File: src/rtl/mux_scan_ctrl.sv
// ============================================================================
// mux_scan_ctrl : steps a 4:1 mux through channels 0..3, samples each after
//                 DWELL cycles and presents the 4-bit word with valid/ack.
// Revision      : 1.0
// ============================================================================
`default_nettype none

module mux_scan_ctrl #(
   parameter int DWELL = 2
) (
   input  logic       clk,
   input  logic       rst,
   input  logic       start,
   input  logic       mux_out,
   output logic       s0,
   output logic       s1,
   output logic [3:0] data,
   output logic       valid,
   input  logic       ack,
   output logic       busy
);

   localparam logic [1:0] ST_IDLE    = 2'd0;
   localparam logic [1:0] ST_SCAN    = 2'd1;
   localparam logic [1:0] ST_DONE    = 2'd2;
   localparam logic [7:0] CNT_RELOAD = 8'(DWELL - 1);

   logic [1:0] state_q, state_d;
   logic [1:0] sel_q, sel_d;
   logic [7:0] cnt_q, cnt_d;
   logic [2:0] cap_q, cap_d;
   logic [3:0] data_q, data_d;
   logic       valid_q, valid_d;
   logic       busy_q, busy_d;

   always_ff @(posedge clk) begin
      if (rst) begin
         state_q <= ST_IDLE;
         sel_q   <= 2'd0;
         cnt_q   <= 8'd0;
         cap_q   <= 3'd0;
         data_q  <= 4'd0;
         valid_q <= 1'b0;
         busy_q  <= 1'b0;
      end else begin
         state_q <= state_d;
         sel_q   <= sel_d;
         cnt_q   <= cnt_d;
         cap_q   <= cap_d;
         data_q  <= data_d;
         valid_q <= valid_d;
         busy_q  <= busy_d;
      end
   end

   always_comb begin
      state_d = ST_IDLE;
      case (state_q)
         ST_IDLE: state_d = start ? ST_SCAN : ST_IDLE;
         ST_SCAN: state_d = (cnt_q == 8'd0 && sel_q == 2'd3) ? ST_DONE : ST_SCAN;
         ST_DONE: state_d = ack ? ST_IDLE : ST_DONE;
         default: state_d = ST_IDLE;
      endcase
   end

   always_comb begin
      sel_d   = sel_q;
      cnt_d   = cnt_q;
      cap_d   = cap_q;
      data_d  = data_q;
      valid_d = valid_q;
      busy_d  = busy_q;
      case (state_q)
         ST_IDLE: begin
            sel_d   = 2'd0;
            valid_d = 1'b0;
            busy_d  = 1'b0;
            if (start) begin
               cnt_d  = CNT_RELOAD;
               cap_d  = 3'd0;
               busy_d = 1'b1;
            end
         end
         ST_SCAN: begin
            if (cnt_q != 8'd0) begin
               cnt_d = cnt_q - 8'd1;
            end else begin
               // Select advances on the same edge that samples the current channel.
               case (sel_q)
                  2'd0: cap_d[0] = mux_out;
                  2'd1: cap_d[1] = mux_out;
                  2'd2: cap_d[2] = mux_out;
                  default: begin
                     data_d  = {mux_out, cap_q};
                     valid_d = 1'b1;
                     busy_d  = 1'b0;
                  end
               endcase
               if (sel_q == 2'd3) begin
                  sel_d = 2'd0;
               end else begin
                  sel_d = sel_q + 2'd1;
                  cnt_d = CNT_RELOAD;
               end
            end
         end
         ST_DONE: begin
            sel_d  = 2'd0;
            busy_d = 1'b0;
            if (ack) valid_d = 1'b0;
         end
         default: begin
            sel_d   = 2'd0;
            cnt_d   = 8'd0;
            valid_d = 1'b0;
            busy_d  = 1'b0;
         end
      endcase
   end

   assign s1    = sel_q[1];
   assign s0    = sel_q[0];
   assign data  = data_q;
   assign valid = valid_q;
   assign busy  = busy_q;

endmodule

`default_nettype wire

File: config.mk
export PLATFORM = sky130hd
export DESIGN_NAME = mux_scan_ctrl
export DESIGN_NICKNAME = d
export VERILOG_FILES = /design/src/rtl/mux_scan_ctrl.sv
export SDC_FILE = /design/constraint.sdc
export NUM_CORES = 1
export LEC_CHECK = 0
export BUFFER_PORTS_ARGS = -buffer_cell sky130_fd_sc_hd__buf_2
export CORE_ASPECT_RATIO = 0.7
export CORE_UTILIZATION = 45
export CTS_CLUSTER_DIAMETER = 120
export DETAILED_ROUTE_END_ITERATION = 16
export PLACE_DENSITY_LB_ADDON = 0.1
export SYNTH_ARGS = -nofsm -noshare
export SYNTH_HDL_FRONTEND = slang
export SYNTH_SLANG_ARGS = --single-unit
File: constraint.sdc
create_clock -name clk -period 2.37 [get_ports clk]
set_input_delay 0.3555 -clock clk [delete_from_list [all_inputs] [get_ports clk]]
set_output_delay 0.3555 -clock clk [all_outputs]
set_load 0.005 [all_outputs]
# ---- Word level (Yosys, flattened, before mapping)
# Index checks and enable logic that the tools add are counted.
dict set report op_classes {
  addsub 2
  eq_ne 13
  n_mux 23
  bitwise_logic 4
  reduce_logical 15
}
# operator n
set ops {}
lappend ops {{8-bit two-way mux} 3}
lappend ops {{8-bit case mux with 3 select lines} 1}
lappend ops {{4-bit AND reduction} 3}
lappend ops {{1-bit two-way mux} 10}
lappend ops {{3-bit AND reduction} 3}
lappend ops {{8-bit zero test} 1}
lappend ops {{2-bit inequality test (second input constant)} 4}
lappend ops {{8-bit nonzero test} 1}
lappend ops {{8-bit by 1-bit subtractor with 8-bit output (second input constant)} 1}
lappend ops {{2-bit == test (second input constant)} 3}
lappend ops {{2-bit two-way mux} 3}
lappend ops {{3-bit two-way mux} 2}
lappend ops {{2-bit by 1-bit inequality test with 1-bit output (second input constant)} 3}
lappend ops {{2-bit case mux with 3 select lines} 1}
lappend ops {{3-bit case mux with 2 select lines} 1}
lappend ops {{2-bit by 1-bit == test with 1-bit output (second input constant)} 2}
lappend ops {{2-bit zero test} 2}
lappend ops {{1-bit inverter} 4}
lappend ops {{1-bit case mux with 2 select lines} 2}
lappend ops {{3-bit inequality test (second input constant)} 1}
lappend ops {{3-bit OR reduction} 1}
lappend ops {{2-bit by 1-bit adder with 2-bit output (second input constant)} 1}
lappend ops {{2-bit AND reduction} 1}
lappend ops {{2-bit nonzero test} 1}
lappend ops {{2 further kinds} 2}
dict set report word_totals {
  reg_bits 21
  input_bits 5
  output_inout_bits 8
  word_cells 66
}

# ---- Depth between registers and ports, before layout
# Gate-level depths: netlist of the first run.
dict set report logic_depth {
  ltp_word 5
  ltp_mapped 8
  depth_no_buf 6
}

# ---- Worst setup path after synthesis of the first run
# No wires, ideal clock.
dict set report synth_timing {
  path_type {register to register}
  startpoint {register cnt_q[0]}
  endpoint {register cnt_q[0]}
  setup_ns 0.070
  t_arrival_ns 1.577
  t_required_ns 2.300
  path_slack_ns 0.723
  path_stages_with_launch 8
  path_buffers 1
  period_less_slack_ns 1.647
  path_cell_list {dfxtp_1 -> inv_1 -> ha_1 -> nor3b_1 -> and4_4 -> buf_6 -> or4_1 -> a21oi_1}
}
dict set report synth_via {
  elab_chain_cells 3
  elab_cells_between_ends 6
  cone_classes {add/sub (1); eq/ne (1); mux (2); reduce/logical (2)}
}
# element line
set synth_lines {}
lappend synth_lines {{from (decl)} 30} ;# logic [7:0] cnt_q, cnt_d;
lappend synth_lines {{from (signal assigned)} 48} ;# cnt_q <= cnt_d;
lappend synth_lines {{8-bit by 1-bit subtractor with 8-bit output / 8-bit nonzero test (equally long branches)} {86, 85}}
lappend synth_lines {{8-bit two-way mux / 3-bit inequality test (equally long branches)} n/a}
lappend synth_lines {{8-bit case mux with 3 select lines / 3-bit AND reduction (equally long branches)} n/a}
# Several ways; a longest one is shown, not always the timed one.
# A chain may end at the register's enable or synchronous reset.

# ---- Final worst setup path of the first run
dict set report layout_timing {
  startpoint {register cnt_q[0]}
  endpoint {register cnt_q[3]}
}
# Same word-level chain as after synthesis.

==> flow_metrics.tcl, run 1 <==
set metrics [dict create \
    worstSetupEndpointType "register" \
    grt_first_pass_wirelength_um 4010 \
    timing_worst_slew_pin_value_ns 0.603 \
    final_core_utilization 0.542 \
    global_route.usage.total 0.208 \
    setup-violations-final 0 \
    sw_frac_of_total 0.324 \
    slew_headroom 0.595 \
    drt-total-wl_um 2340 \
    initial_standard_cell_utilization_of_the_core 0.500 \
    mostFrequentLayoutCells "21 x sky130_fd_sc_hd__dfxtp_1, 17 x sky130_fd_sc_hd__a21oi_1, 12 x sky130_fd_sc_hd__buf_2" \
    netlist_area_um2 1130 \
    sequential_cell_area_um2 420 \
    post_layout_nonfiller_instances 170 \
    hold_path.class "primary input to register" \
    multi_input_comb_area_um2 631 \
    grt_residual_overflow 0 \
    syn_avg_cell_area_um2 8.83 \
    half_perimeter_wire_length_after_detailed_placement_um 1770 \
    drive_gt1_frac 0.167 \
    max-vdd-ir-drop_mv 0.469 \
    max_cap_viol_count 0 \
    gate_count_after_technology_mapping 128 \
    number_of_warnings_printed_during_yosys_synthesis 0 \
    path_max_fanout 14 \
    cts-resized-gates 0 \
    p_clk_frac 0.235 \
    via_count_of_the_routed_design 970 \
    dieHeight_um 43.9 \
    worst_skew_pair.late_latency_ns 0.31 \
    hold_viol 0 \
    share_seq_of_total_power 0.528 \
    wire_per_inst_um 13.8 \
    hold_buffers 0 \
    n_fill_cell 218 \
    first_global_vias 848 \
    post_cts.repair.setup_buffers 0 \
    run_status "finished clean" \
    clock_tree_from_tritoncts "done" \
    yosys_register_bits 21 \
    slew_viol_final 0 \
    timing.setup.critical_path_class "register to register" \
    cellLeakagePower_uw 0.000515 \
    intPower_uw 508 \
    first_pass_iteration_count_of_the_detailed_router 4 \
    p_sw_uw 243 \
    grt_setup_unrepaired "false" \
    synth_cell_types 34 \
    powerDensity_nw_per_um2 614 \
    gpl.final_weighted_congestion 0.893 \
    n_antenna_cell 0 \
    num_io_pins 13 \
    max_clock_freq_mhz 536 \
    route.detailed.drc 0 \
    pwr-share-comb 0.237 \
    numCtsBuffers 3 \
    data_required_time_of_the_worst_path_ns 2.63 \
    floorplan.die.width_um 61.9 \
    dr.first_iter.drc_count 49 \
    clk_pin_slew_ns 0.12 \
    fin_worst_skew_ns 0.0105 \
    die_area_um2 2720 \
    placed_cells_incl_taps 166 \
    design.core.area_um2 2260 \
    final_common_cell "sky130_fd_sc_hd__dfxtp_1" \
    whs_ns 0.323 \
    initial_antenna_violation_count 0 \
    timing.setup.tns_ns 0 \
    cts.sinks 21 \
    area_growth_syn_to_layout_pct 8.31 \
    largest_net_degree_at_the_start_of_global_routing 18 \
    synth-seq-area-share 0.372 \
    antenna_violating_nets_remaining 0 \
    layout_worst_path_cycle_share 0.787 \
    num-nets-final 151 \
    syn_nets 140 \
    portBuffers 12 \
    cts.root.buffer_cell "sky130_fd_sc_hd__clkbuf_4" \
    time_the_final_worst_path_needs_with_i_o_delays_and_setup_ns 1.86 \
    max-clock-path-buffers 2 \
    r2r_setup_slack_ns 0.51 \
    cp-start-kind "register" \
    avgViaCountPerCell 5.71 \
    clock_tree.htree_level_count 1 \
    worstPathArrival_ns 2.12 \
    core.rowCount 14 \
]
[metal layers]
metal,track usage,up-vias,wire (um)
met1,0.324,452,1270
met2,0.267,19,919
met5,0,-,0
li1,-,495,-
met4,0.0667,0,27
met3,0.0627,4,121
[sequential cells by signal, summed over array words and instances, names as in the netlist]
signal / cells
data: 4
cap_q: 3
valid: 1
sel_q: 2
busy: 1
state_q: 2
cnt_q: 8
[cells in the mapped netlist, drive strengths merged]
cell type	count	area [um^2]
nand3	2	10.0
clkbuf	3	11.3
nor3b	1	7.51
or4	6	45.0
nand2	4	17.5
nor2	6	22.5
dfxtp	21	420
a311oi	1	8.76
a211oi	2	15.0
nor3	2	10.0
a31oi	3	18.8
nor4	2	27.5
or3	4	25.0
inv	8	30.0
mux2i	4	40.0
o31ai	5	37.5
a41oi	2	17.5
a21bo	1	10.0
nand2b	4	25.0
a21oi	17	85.1
o21ai	7	35.0
nor2b	2	15.0
o21bai	1	7.51
ha	7	87.6
nand4	2	12.5
nor4b	1	8.76
buf	5	37.5
and2	2	12.5
and4	1	11.3
o2111ai	2	17.5
[kinds of logic after synthesis]
family,after synthesis,share of synthesized area
adder cells (fa/ha/maj),7,0.0775
buffers and inverters,16,0.0698
multiplexers,4,0.0354
AO/OA/AOI/OAI,41,0.224
flip-flops,21,0.372
AND/OR/NAND/NOR,39,0.221
[final timing paths]
check	start	to	cells past startpoint
hold / removal	mux_out	cap_q[0]$_SDFFE_PP0P_	3
setup reg to reg	cnt_q[0]$_SDFFE_PP0P_	cnt_q[3]$_SDFFE_PP0P_	7
hold reg to reg	cap_q[1]$_SDFFE_PP0P_	cap_q[1]$_SDFFE_PP0P_	2
setup / recovery	cnt_q[0]$_SDFFE_PP0P_	cnt_q[3]$_SDFFE_PP0P_	7
[cell type report]
| type | instances | area share |
|---|---|---|
| Multi-Input combinational cell | 91 | 0.515 |
| Sequential cell | 21 | 0.344 |
| Timing Repair Buffer | 14 | 0.0613 |
| Tap cell | 32 | 0.0327 |
| Inverter | 8 | 0.0245 |
| Clock buffer | 3 | 0.0184 |
| Clock inverter | 1 | 0.00409 |
[power groups by stage]
stage | sequential [uW] | combinational [uW] | clock (uW)
detailed placement | 404 | 177 | 0
floorplan | 397 | 152 | 0
global placement | 403 | 174 | 0
CTS | 396 | 178 | 183
global route | 400 | 198 | 198
finish | 397 | 178 | 177
[per-stage QoR]
step | area (um^2) | power, uW | setup WS, ns
6_report | 1220 | 752 | 0.505
5_1_grt | 1220 | 796 | 0.299
4_1_cts | 1220 | 757 | 0.485
3_5_place_dp | 1200 | 581 | 0.514
3_3_place_gp | 1200 | 577 | 0.527
2_1_floorplan | 1130 | 549 | 0.723
[worst max-delay path, cell delays in order, from the launching register on]
cell	delay [ns]
sky130_fd_sc_hd__dfxtp_1	0.37
sky130_fd_sc_hd__inv_1	0.09
sky130_fd_sc_hd__ha_1	0.19
sky130_fd_sc_hd__nor3b_1	0.13
sky130_fd_sc_hd__buf_4	0.17
sky130_fd_sc_hd__and4_4	0.23
sky130_fd_sc_hd__or4_1	0.48
sky130_fd_sc_hd__a21oi_1	0.14
Power figures use the tool's default switching activity.
==> inputs of run 2 (changes only) <==
clock period = 1.9 ns   (was 2.37 ns; I/O delays follow)
==> flow_metrics.tcl, run 2 (synthesis results as in run 1) <==
set metrics [dict create \
    portBuffers 12 \
    grt_residual_overflow 0 \
    design.core.area_um2 2260 \
    half_perimeter_wire_length_after_detailed_placement_um 1860 \
    antenna_violating_nets_remaining 0 \
    post_layout_nonfiller_instances 175 \
    numCtsBuffers 3 \
    cellLeakagePower_uw 0.000539 \
    worstPathArrival_ns 2.01 \
    layout_worst_path_cycle_share 0.933 \
    initial_antenna_violation_count 0 \
    mostFrequentLayoutCells "21 x sky130_fd_sc_hd__dfxtp_1, 17 x sky130_fd_sc_hd__a21oi_1, 12 x sky130_fd_sc_hd__buf_2" \
    avgViaCountPerCell 5.73 \
    grt_first_pass_wirelength_um 4110 \
    gpl.final_weighted_congestion 0.909 \
    die_area_um2 2720 \
    clk_pin_slew_ns 0.12 \
    dieHeight_um 43.9 \
    setup-violations-final 0 \
    largest_reg_by_ff_count "cnt_q" \
    intPower_uw 650 \
    critical_path.slowest_cell "sky130_fd_sc_hd__or4_1" \
    total_power_uw 954 \
    worst_skew_pair.late_latency_ns 0.31 \
    num_io_pins 13 \
    timing.setup.critical_path_class "register to register" \
    critical_path.n_buffers_inverters 1 \
    cts.root.buffer_cell "sky130_fd_sc_hd__clkbuf_4" \
    hold_viol 0 \
    max_cap_viol_count 0 \
    time_the_final_worst_path_needs_with_i_o_delays_and_setup_ns 1.77 \
    area_growth_syn_to_layout_pct 12.0 \
    path_max_fanout 14 \
    p_clk_frac 0.229 \
    cts.sinks 21 \
    slew_headroom 0.466 \
    initial_standard_cell_utilization_of_the_core 0.500 \
    worstSetupEndpointType "register" \
    hold_buffers 0 \
    final_common_cell "sky130_fd_sc_hd__dfxtp_1" \
    timing_worst_slew_pin_value_ns 0.801 \
    share_seq_of_total_power 0.517 \
    fin_worst_skew_ns 0.00442 \
    drt-total-wl_um 2460 \
    max_stage_delay_ns 0.47 \
    max_clock_freq_mhz 564 \
    route.detailed.drc 0 \
    cp_cell_sequence "inv_1 > ha_1 > nor3b_2 > and4_4 > or4_1 > a21oi_1" \
    slew_viol_final 0 \
    largest_reg_flops 8 \
    wire_per_inst_um 14.0 \
    p_sw_uw 304 \
    n_fill_cell 213 \
    hold_path.class "primary input to register" \
    drive_gt1_frac 0.196 \
    max-clock-path-buffers 2 \
    num-nets-final 156 \
    powerDensity_nw_per_um2 754 \
    max-vdd-ir-drop_mv 0.426 \
    first_global_vias 858 \
    global_route.usage.total 0.213 \
    n_antenna_cell 0 \
    pwr-share-comb 0.254 \
    first_pass_iteration_count_of_the_detailed_router 4 \
    clock_tree.htree_level_count 1 \
    clock_tree_from_tritoncts "done" \
    cp-start-kind "register" \
    placed_cells_incl_taps 170 \
    final_core_utilization 0.560 \
    run_status "finished clean" \
    floorplan.die.width_um 61.9 \
    via_count_of_the_routed_design 1003 \
    largest_net_degree_at_the_start_of_global_routing 18 \
    data_required_time_of_the_worst_path_ns 2.14 \
    dr.first_iter.drc_count 67 \
    critical-path-top-delay-family "simple AND/OR/NAND/NOR gates" \
    sw_frac_of_total 0.318 \
    core.rowCount 14 \
]
[run 2: power by group through the flow]
stage | sequential [uW] | clock, uW | combinational [uW]
2_1_floorplan | 495 | 0 | 189
3_3_place_gp | 501 | 0 | 233
3_5_place_dp | 502 | 0 | 238
4_1_cts | 492 | 222 | 240
5_1_grt | 497 | 234 | 273
6_report | 493 | 219 | 243
[run 2: worst min-delay path, cell delays in order]
cell                      delay [ns]
sky130_fd_sc_hd__buf_2          0.12
sky130_fd_sc_hd__mux2i_1        0.07
sky130_fd_sc_hd__nor2_1         0.07
[run 2: final timing paths]
path / startpoint / to / slack, ns / cells past startpoint
setup / recovery: cnt_q[0]$_SDFFE_PP0P_ / cnt_q[4]$_SDFFE_PP0P_ / 0.13 / 6
hold / removal: mux_out / data[3]$_SDFFE_PP0P_ / 0.26 / 3
setup reg to reg: cnt_q[0]$_SDFFE_PP0P_ / cnt_q[4]$_SDFFE_PP0P_ / 0.13 / 6
hold reg to reg: cap_q[0]$_SDFFE_PP0P_ / cap_q[0]$_SDFFE_PP0P_ / 0.49 / 2
[run 2: what timing repair did]
action | in CTS | in global routing
buffers inserted | 0 | 1
endpoints found under the hold margin | 0 | 0
gates resized for setup | 0 | 1
setup endpoints to repair | 0 | 14
[run 2: per-stage QoR]
step	cell area, um^2	worst slack, ns	TNS [ns]	hold WS, ns
2_1_floorplan	1130	0.253	0	0.429
3_3_place_gp	1230	0.173	0	0.467
3_5_place_dp	1230	0.0766	0	0.475
4_1_cts	1250	0.0583	0	0.262
5_1_grt	1260	-0.0000495	-0.0000495	0.277
6_report	1260	0.127	0	0.264
[run 2: routing by layer]
metal,track usage,vias up,share of wire
met4,0.0356,0,0
met5,0,-,0
met3,0.0776,0,0.058
li1,-,505,-
met1,0.347,471,0.56
met2,0.262,27,0.38
[run 2: final cells by class]
cell class              instances  area [um^2]  share of cell area
inverters                       8         30.0              0.0237
flip-flops and latches         21          420               0.332
multi-input cells              91          636               0.502
well taps                      32         40.0              0.0317
repair buffers                 19          113              0.0890
clock buffers                   4         26.3              0.0208
==> inputs of run 3 (changes only) <==
ABC_AREA = 1   (was unset)
==> flow_metrics.tcl, run 3 <==
set metrics [dict create \
    time_the_final_worst_path_needs_with_i_o_delays_and_setup_ns 1.46 \
    dr.first_iter.drc_count 39 \
    slew_viol_final 0 \
    area_growth_syn_to_layout_pct 11.7 \
    yosys.area.top_type_share 0.361 \
    cts.sinks 21 \
    netlist_top_cells_area "sky130_fd_sc_hd__dfxtp_1 36%, sky130_fd_sc_hd__nand2_1 9.7%, sky130_fd_sc_hd__a21oi_1 8.2%" \
    antenna_violating_nets_remaining 0 \
    global_route.usage.total 0.192 \
    dieHeight_um 44.6 \
    first_global_vias 901 \
    die_area_um2 2800 \
    core.rowCount 15 \
    post-synth-top-count-cell "sky130_fd_sc_hd__nand2_1" \
    mostFrequentLayoutCells "30 x sky130_fd_sc_hd__nand2_1, 21 x sky130_fd_sc_hd__dfxtp_1, 19 x sky130_fd_sc_hd__a21oi_1" \
    max_stage_delay_ns 0.33 \
    slew_headroom 0.738 \
    ys_top_cells_by_count "30 x sky130_fd_sc_hd__nand2_1, 21 x sky130_fd_sc_hd__dfxtp_1, 19 x sky130_fd_sc_hd__a21oi_1, 17 x sky130_fd_sc_hd__inv_1, 14 x sky130_fd_sc_hd__nand3_1" \
    netlist_area_um2 1170 \
    fin_worst_skew_ns 0.00269 \
    drt-total-wl_um 2390 \
    floorplan.die.width_um 62.8 \
    cts-resized-gates 0 \
    largest_reg_flops 8 \
    max-clock-path-buffers 2 \
    gpl.final_weighted_congestion 0.843 \
    numCtsBuffers 3 \
    grt_first_pass_wirelength_um 4100 \
    max_cap_viol_count 0 \
    setup-violations-final 0 \
    synth-seq-area-share 0.361 \
    avgViaCountPerCell 5.11 \
    postSynth.topFlopCell "sky130_fd_sc_hd__dfxtp_1" \
    num-nets-final 182 \
    timing.setup.tns_ns 0 \
    cp_cell_sequence "inv_1 > ha_1 > nand2_2 > inv_1 > nand2_4 > nor2_8 > nand2_2 > nand2_1 > a21oi_1" \
    worstPathArrival_ns 1.61 \
    synth.largest_area_cell "sky130_fd_sc_hd__dfxtp_1" \
    largest_reg_by_ff_count "cnt_q" \
    final_common_cell "sky130_fd_sc_hd__nand2_1" \
    half_perimeter_wire_length_after_detailed_placement_um 1780 \
    max-vdd-ir-drop_mv 0.570 \
    hold_buffers 0 \
    yosys_register_bits 21 \
    placed_cells_incl_taps 199 \
    syn_avg_cell_area_um2 7.48 \
    portBuffers 12 \
    hold_viol 0 \
    clock_tree.htree_level_count 1 \
    first_pass_iteration_count_of_the_detailed_router 4 \
    synth_cell_types 25 \
    cp-start-kind "register" \
    timing_worst_slew_pin_value_ns 0.392 \
    n_antenna_cell 0 \
    drive_gt1_frac 0.178 \
    async_flop_share 0 \
    cellLeakagePower_uw 0.000567 \
    largest_net_degree_at_the_start_of_global_routing 18 \
    powerDensity_nw_per_um2 858 \
    clock_tree_from_tritoncts "done" \
    cts.root.buffer_cell "sky130_fd_sc_hd__clkbuf_8" \
    clk_pin_slew_ns 0.08 \
    via_count_of_the_routed_design 1037 \
    design.core.area_um2 2460 \
    post_cts.repair.setup_buffers 0 \
    num_io_pins 13 \
    path_max_fanout 10 \
    syn_nets 168 \
    run_status "finished clean" \
    gate_count_after_technology_mapping 156 \
    layout_worst_path_cycle_share 0.769 \
    worstSetupEndpointType "register" \
    final_core_utilization 0.530 \
    initial_standard_cell_utilization_of_the_core 0.474 \
    wire_per_inst_um 11.8 \
    synth_enable_flop_cells 0 \
    worst_skew_pair.late_latency_ns 0.26 \
    critical_path.slowest_cell "sky130_fd_sc_hd__dfxtp_1" \
    max_clock_freq_mhz 684 \
    data_required_time_of_the_worst_path_ns 2.05 \
    route.detailed.drc 0 \
    initial_antenna_violation_count 0 \
    post_layout_nonfiller_instances 203 \
    grt_residual_overflow 0 \
    number_of_warnings_printed_during_yosys_synthesis 0 \
    grt_setup_unrepaired "false" \
    timing.setup.critical_path_class "register to register" \
    hold_path.class "primary input to register" \
]
[run 3: worst paths after layout]
path	from	endpoint	slack (ns)	cells after the start
min	start	state_q[0]$_SDFF_PP0_	0.29	3
min reg2reg	data[3]$_SDFFE_PP0P_	data[3]$_SDFFE_PP0P_	0.46	2
max	cnt_q[0]$_SDFFE_PP0P_	data[0]$_SDFFE_PP0P_	0.44	9
max reg2reg	cnt_q[0]$_SDFFE_PP0P_	data[0]$_SDFFE_PP0P_	0.44	9
[run 3: final cells by class]
cell class / instances / area, um^2
sequential: 21 / 420
clock buffer: 3 / 41.3
clock inverter: 1 / 5.00
timing repair buffer: 12 / 60.1
tap: 34 / 42.5
multi-input combinational: 113 / 662
fill: 255 / 1160
inverter: 19 / 71.3
[run 3: critical path: cells and delay by family, from the launching register on]
family / cells / cell delay [ns]
simple gates: 5 / 0.55
flops: 1 / 0.33
buf+inv: 2 / 0.23
fa+ha+maj: 1 / 0.18
compound gates: 1 / 0.05
[run 3: where the power goes]
part / internal, uW / leakage [uW] / switching, uW / total, uW
sequential: 468 / 0.000171 / 31.3 / 500
combinational: 107 / 0.000371 / 209 / 317
clock: 146 / 0.0000255 / 156 / 302
total: 722 / 0.000567 / 396 / 1120
[run 3: routing by layer]
layer | global-route usage | vias to the layer above | part of all wire
met5 | 0 | - | 0
met4 | 0.0419 | 0 | 0.0033
met3 | 0.0541 | 2 | 0.055
met2 | 0.291 | 30 | 0.41
met1 | 0.271 | 462 | 0.53
li1 | - | 543 | -
[run 3: cell families (layout without fill, tap and decap cells)]
group	count (synthesis)	after routing	share of synthesized area
adders and majority gates	7	7	0.0751
DFF	21	21	0.361
and+or+nand+nor	76	76	0.347
xor gates and xnor gates	1	1	0.00751
AOI/OAI and AO/OA	29	29	0.138
buffers and inverters	22	35	0.0719
[run 3: metrics by stage]
| step | total power [uW] | hold WS [ns] | worst slack [ns] | instance area [um^2] |
|---|---|---|---|---|
| after floorplan | 759 | 0.440 | 0.626 | 1170 |
| after global placement | 822 | 0.447 | 0.467 | 1260 |
| after detailed placement | 825 | 0.452 | 0.444 | 1260 |
| after CTS | 1120 | 0.297 | 0.431 | 1300 |
| after global routing | 1180 | 0.328 | 0.276 | 1300 |
| final | 1120 | 0.293 | 0.439 | 1300 |
